===== src/rtl/fix_lut_accum.sv =====
// rtl/fix_lut_accum.sv - sign-selected coefficient sum built from elaboration-time LUTs
// Each accepted sel vector is summed luts_per_step LUT lookups per cycle, then narrowed to the output word.
module fix_lut_accum #(
  parameter int size          = 24,
  parameter int lut_size      = 6,
  parameter int luts_per_step = 2,
  parameter int n_int         = 8,
  parameter int n_mant        = 23,
  parameter int saturate      = 1,
  parameter logic [size-1:0][n_int+n_mant:0] fact = '0
) (
  input  logic                  clk,
  input  logic                  rstn,
  input  logic [size-1:0]       sel,
  input  logic                  in_valid,
  output logic                  in_ready,
  input  logic                  flush,
  output logic [n_int+n_mant:0] result,
  output logic                  ovf,
  output logic                  out_valid,
  input  logic                  out_ready
);

  localparam int N_TOT     = n_int + n_mant;
  localparam int W         = N_TOT + 1;
  localparam int ACC_W     = W + $clog2(size + 1);
  localparam int LUTS_NUM  = (size + lut_size - 1) / lut_size;
  localparam int STEPS_NUM = (LUTS_NUM + luts_per_step - 1) / luts_per_step;
  localparam int SLOTS     = STEPS_NUM * luts_per_step;
  localparam int SLOT_W    = (SLOTS > 1) ? $clog2(SLOTS) : 1;
  localparam int STEP_W    = (STEPS_NUM > 1) ? $clog2(STEPS_NUM) : 1;
  localparam int IDX_W     = (size > 1) ? $clog2(size) : 1;
  localparam int DEPTH     = 1 << lut_size;
  localparam int PAD_W     = SLOTS * lut_size;

  typedef logic [SLOTS-1:0][DEPTH-1:0][ACC_W-1:0] rom_t;
  typedef enum logic [1:0] {IDLE, ACCUM, DONE} state_t;

  // Slots past LUTsNum stay all-zero, so the trailing step needs no range guard.
  function automatic rom_t build_rom();
    rom_t            rom;
    logic [ACC_W-1:0] coef;
    logic [ACC_W-1:0] acc;
    int              idx;
    rom = '0;
    for (int l = 0; l < LUTS_NUM; l++) begin
      for (int a = 0; a < DEPTH; a++) begin
        acc = '0;
        for (int b = 0; b < lut_size; b++) begin
          idx = l * lut_size + b;
          if (idx < size) begin
            coef = {{(ACC_W-W){fact[IDX_W'(idx)][N_TOT]}}, fact[IDX_W'(idx)]};
            if (((a >> b) & 1) != 0) acc = acc + coef;
            else                     acc = acc - coef;
          end
        end
        rom[SLOT_W'(l)][lut_size'(a)] = acc;
      end
    end
    return rom;
  endfunction

  localparam rom_t ROM = build_rom();

  state_t              state_q, state_d;
  logic [size-1:0]     sel_q, sel_d;
  logic [STEP_W-1:0]   step_q, step_d;
  logic [ACC_W-1:0]    acc_q, acc_d;
  logic [W-1:0]        result_q, result_d;
  logic                ovf_q, ovf_d;
  logic                out_valid_q, out_valid_d;

  logic                         accept;
  logic                         last_step;
  logic [SLOTS-1:0][lut_size-1:0] addr;
  logic [SLOT_W-1:0]            slot;
  logic [ACC_W-1:0]             step_sum;
  logic [ACC_W-1:0]             acc_sum;
  logic [ACC_W-W:0]             acc_top;
  logic                         fits;
  logic [W-1:0]                 narrowed;

  assign accept    = in_valid && in_ready;
  assign last_step = (step_q == STEP_W'(STEPS_NUM - 1));
  assign addr      = PAD_W'(sel_q);

  always_comb begin
    step_sum = '0;
    slot     = '0;
    for (int k = 0; k < luts_per_step; k++) begin
      slot     = SLOT_W'(int'(step_q) * luts_per_step + k);
      step_sum = step_sum + ROM[slot][addr[slot]];
    end
  end

  // In range exactly when every bit from the output sign bit upward agrees.
  assign acc_sum = acc_q + step_sum;
  assign acc_top = acc_sum[ACC_W-1:N_TOT];
  assign fits    = (&acc_top) || !(|acc_top);

  always_comb begin
    narrowed = acc_sum[W-1:0];
    if (!fits && (saturate != 0)) begin
      narrowed = acc_sum[ACC_W-1] ? {1'b1, {N_TOT{1'b0}}} : {1'b0, {N_TOT{1'b1}}};
    end
  end

  always_ff @(posedge clk or negedge rstn) begin
    if (!rstn) state_q <= IDLE;
    else       state_q <= state_d;
  end

  always_comb begin
    state_d = state_q;
    if (flush) begin
      state_d = IDLE;
    end else begin
      case (state_q)
        IDLE:    if (accept) state_d = ACCUM;
        ACCUM:   if (last_step) state_d = DONE;
        DONE:    if (out_ready) state_d = in_valid ? ACCUM : IDLE;
        default: state_d = IDLE;
      endcase
    end
  end

  always_comb begin
    in_ready = (state_q == IDLE) || ((state_q == DONE) && out_ready);
  end

  always_comb begin
    sel_d       = sel_q;
    step_d      = step_q;
    acc_d       = acc_q;
    result_d    = result_q;
    ovf_d       = ovf_q;
    out_valid_d = out_valid_q;
    if (flush) begin
      step_d      = '0;
      ovf_d       = 1'b0;
      out_valid_d = 1'b0;
    end else if (accept) begin
      sel_d       = sel;
      step_d      = '0;
      acc_d       = '0;
      ovf_d       = 1'b0;
      out_valid_d = 1'b0;
    end else if (state_q == ACCUM) begin
      acc_d  = acc_sum;
      step_d = step_q + STEP_W'(1);
      if (last_step) begin
        step_d      = '0;
        result_d    = narrowed;
        ovf_d       = !fits;
        out_valid_d = 1'b1;
      end
    end else if ((state_q == DONE) && out_ready) begin
      out_valid_d = 1'b0;
    end
  end

  always_ff @(posedge clk or negedge rstn) begin
    if (!rstn) begin
      sel_q       <= '0;
      step_q      <= '0;
      acc_q       <= '0;
      result_q    <= '0;
      ovf_q       <= 1'b0;
      out_valid_q <= 1'b0;
    end else begin
      sel_q       <= sel_d;
      step_q      <= step_d;
      acc_q       <= acc_d;
      result_q    <= result_d;
      ovf_q       <= ovf_d;
      out_valid_q <= out_valid_d;
    end
  end

  assign result    = result_q;
  assign ovf       = ovf_q;
  assign out_valid = out_valid_q;

endmodule


===== config.mk =====
export PLATFORM = sky130hd
export DESIGN_NAME = fix_lut_accum
export DESIGN_NICKNAME = d
export VERILOG_FILES = /design/src/rtl/fix_lut_accum.sv
export SDC_FILE = /design/constraint.sdc
export NUM_CORES = 1
export LEC_CHECK = 0
export ABC_AREA = 1
export ABC_CLOCK_PERIOD_IN_PS = 2000
export CAP_MARGIN = 15
export CORE_MARGIN = 2
export CORE_UTILIZATION = 26
export CTS_CLUSTER_SIZE = 14
export DETAILED_ROUTE_END_ITERATION = 8
export GPL_TIMING_DRIVEN = 0
export PLACE_DENSITY = 0.83
export SETUP_SLACK_MARGIN = 0.15
export SLEW_MARGIN = 20
export SYNTH_ARGS = -nofsm -noshare
export SYNTH_HDL_FRONTEND = slang
export SYNTH_SLANG_ARGS = --single-unit
export TNS_END_PERCENT = 100

===== constraint.sdc =====
create_clock -name clk -period 2 [get_ports clk]
set_input_delay 0.2 -clock clk [delete_from_list [all_inputs] [get_ports clk]]
set_output_delay 0.2 -clock clk [all_outputs]
set_load 0.05 [all_outputs]

# == Yosys cells after proc, flatten, opt, wreduce, memory -nomap -nowiden ==
# Cells that the tools add are included.
# totals
input_bits,29
elab_cells,76
reg_bits,98
# classes
reduce_logical,19
muxes,34
addsub,4
eq_ne,6
n_lt_le_gt_ge,4
bitwise,2
# op_table
operator,count
binary-select mux 2368 bit (select 2 bit),1
two-way mux 2368 bit,2
binary-select mux 37 bit (select 6 bit),2
two-way mux 37 bit,4
adder 37 bit,2
two-way mux 32 bit,2
two-way mux 6 bit,3
"less-than comparator 6 x 7 -> 1 bit, second input constant",2
two-way mux 1 bit,14
binary-select mux 6 bit (select 2 bit),1
"!= test 3 bit, second input constant",3
two-way mux 2 bit,4
AND reduction 2 bit,4
"less-than comparator 2 x 3 -> 1 bit, second input constant",2
one-hot mux 2 bit (3 select lines),1
AND reduction 6 bit,1
nonzero test 3 bit,2
OR reduction 6 bit,1
"!= test 4 bit, second input constant",1
AND reduction 4 bit,1
nonzero test 4 bit,1
AND reduction 3 bit,1
"adder 2 x 1 -> 2 bit, second input constant",1
"equality test 2 x 1 -> 1 bit, second input constant",1
other kinds (8),12

# == Longest topological paths before layout ==
# logic_depth
depth_word,15
ltp_mapped,7
depth_no_buf,7

# == Least setup slack after synthesis ==
# No wires, ideal clock.
# synth_path
path_kind,reg-to-output
startpoint,register state_q[1]
endpoint,output in_ready
path_stages_with_launch,2
slack_ns,0.596
n_path_buf,0
t_arrival_ns,1.204
t_required_ns,1.800
cell_sequence,dfrtp_1 -> a21oi_1
# synth_between
elab_chain_cells,3
word_cells_on_any_way,4
classes_between,1 x eq/ne; 3 x reduce/logical
# synth_rtl
item,line_no,text
start: declaration,65,"state_t state_q, state_d;"
start signal: assignment,110,else state_q <= state_d;
equality test 2 bit,128,in_ready = (state_q == IDLE) || ((state_q == DONE) && out_ready);
logical AND 1 bit,128,
logical OR 1 bit (*),128,
end: declaration,16,"output logic in_ready,"
# Every way passes the cells marked *; elsewhere a longest branch is shown, timed or not.

# == Final worst setup path ==
# layout_path
startpoint,input out_ready
endpoint,output in_ready
# layout_between
elab_chain_cells,2
# layout_rtl
item,line_no,text
start: declaration,21,input logic out_ready
logical AND 1 bit,128,
logical OR 1 bit,128,
# Every way passes these cells.

==> results.toml <==
[routing]
dr.pass1.iters = 5
routed_via_density = 3.20
first_iter_violations = 5
postRouteAntennaNets = 0
drc = 0
wire_per_inst_um = 6.79
drt_wl_total_um = 903
vias = 425

[global_routing]
grt_usage_pct = 8.31
grt_pass1_wl_mm = 1.25
gr-total-overflow = 0
grt_max_degree = 7
antenna_found_initial = 0
grt_pass1_vias = 350

[timing]
min_period_ns = 1.61
timing.final.ws_setup_ns = 0.387
max_freq_mhz = 620
rsz0062_at_grt = "no"
post-route-period-util_pct = 80.6
finalSetupViolCount = 0
final-hold-violation-count = 0
holdWs_ns = 0.169
drv_slew = 0
finClkSkew_ns = 0.00369
setup_tns_ns = 0

[clocking]
clk_path_buf_depth = 2
insertion_delay_ns = 0.23
cts_inserted_buffers = 3
cts_sinks = 4
root_buffer = "clkbuf_4"
htreeDepth = 1
cts_tree = "yes"
postCtsHoldBufs = 0
clk_pin_slew_ns = 0.04

[critical_path]
reg2reg_setup_slack_ns = 0.91
critPathCaptureType = "output pin"
criticalPathCategory = "input port to output pin"
worstSetupStartpointType = "input port"
r2r_cells = 5
crit_required_ns = 1.80
reg2reg_to = "out_valid$_DFFE_PN0P_"
critPathMaxFanout = 3
crit_arrival_ns = 1.41
worstReg2RegStart = "state_q[1]$_DFFE_PN0P_"
worstSetupStartpoint = "out_ready"
crit_path_end = "in_ready"

[place]
dpl.hpwl_um = 788
place.port_buffers = 6
place.gp.congestion = 0.641
place_ws_ns = 0.115

[finish]
nets = 139
drive_gt1_share_pct = 36.1
final_cell_mix = "33 x buf_4, 33 x conb_1, 9 x nand2_1"
nFillCells = 194
area_growth_syn_to_layout_pct = 47.7
antenna_cells = 0

[synth]
synth_area_leaders = "buf_4 51%, dfrtp_1 21%, nand2_1 6.9%"
syn-cell-area_um2 = 488
synth_top_area_cell = "buf_4"
yosysUniqueCellTypes = 13
ys_ff_latch = 4
syn_area_per_cell_um2 = 7.28
synth_cells = 67
yosysSeqAreaShare_pct = 20.5
synth_top_area_share_pct = 50.8
synth_warnings = 0

[die]
core_mm2 = 0.00175
initial_core_util_pct = 28.0
dieArea_mm2 = 0.00224
die_h_um = 47.3
die_w_um = 47.3
std_cell_rows = 15
io_pins = 64

[status]
status = "finished clean"

[power_and_ir_drop]
leakagePower_nw = 0.469
cellPowerDensity_mw_per_mm2 = 839
peakVddDrop_uv = 439

[min_path]
min_path_type = "input port to asynchronous set/reset pin"

[job]
cap_violations = 0
worst max-delay path, cell delays in order:
cell and delay [ns]:
clkdlybuf4s50_1 0.48, inv_1 0.08, a21oi_1 0.12, dlygate4sd2_1 0.54
state kept, by name, indices dropped and copies added (netlist names):
signal     count
last_step      1
state_q        2
out_valid      1
cell families (layout without fill, tap and decap cells):
kind of cell	after synthesis	after routing	share of synthesized area [%]
AO/OA/AOI/OAI	3	3	3.08
buffers and inverters	39	48	55.4
flip-flops	4	4	20.5
other	1	33	0.768
AND/OR/NAND/NOR	20	20	20.3
repair_timing:
action / in CTS / in global routing
resized for setup: 1 / 0
buffers inserted: 0 / 0
setup endpoints to repair: 1 / 0
final cells by class:
cell class | instances | area (um^2) | share of cell area, %
plain buffers | 33 | 248 | 34.4
multi-input cells | 56 | 238 | 33.0
flip-flops and latches | 4 | 100 | 13.9
repair buffers | 6 | 58.8 | 8.16
well taps | 25 | 31.3 | 4.34
clock buffers | 3 | 22.5 | 3.13
inverters | 6 | 22.5 | 3.13
Yosys cell counts, drive strengths merged:
cell type,n
nand2,9
nand3,7
dfrtp,4
conb,1
buf,33
inv,6
or2,1
a21oi,2
nand4,2
o21ai,1
nor2,1
per-stage QoR:
step	power, mW	util (%)	instances	area (um^2)
2_1_floorplan	0.449	-	99	608
3_3_place_gp	0.499	40.1	130	699
3_5_place_dp	0.509	40.1	130	699
4_1_cts	0.610	41.3	133	721
5_1_grt	0.649	41.3	133	721
6_report	0.605	41.3	133	721
where the power goes:
part	leakage, nW	switching (mW)	total, mW	internal, mW
sequential	0.0535	0.0236	0.129	0.105
combinational	0.402	0.268	0.376	0.108
clock	0.0138	0.0332	0.100	0.0671
metal layers:
layer  global-route usage, %  routed length (um)  share of wire [%]  up-vias
li1                        -                   -                  -      225
met1                    7.09                 320                 35      176
met2                    15.4                 495                 55       22
met3                    3.85                  64                7.1        2
met4                    5.00                  23                2.5        0
met5                       0                   0                  0        -
worst min path at each step:
stage                        endpoint  slack (ns)  depth (start not counted)
2_1_floorplan   last_step$_DFFE_PN0P_        -0.1                          0
5_1_grt        state_q[0]$_DFFE_PN0P_        0.17                          1
3_3_place_gp   state_q[1]$_DFFE_PN0P_        0.41                          1
3_5_place_dp   state_q[0]$_DFFE_PN0P_        0.42                          1
6_report       state_q[0]$_DFFE_PN0P_        0.17                          1
4_1_cts        state_q[0]$_DFFE_PN0P_        0.16                          1
No activity file was read; power rests on OpenSTA's default activity.
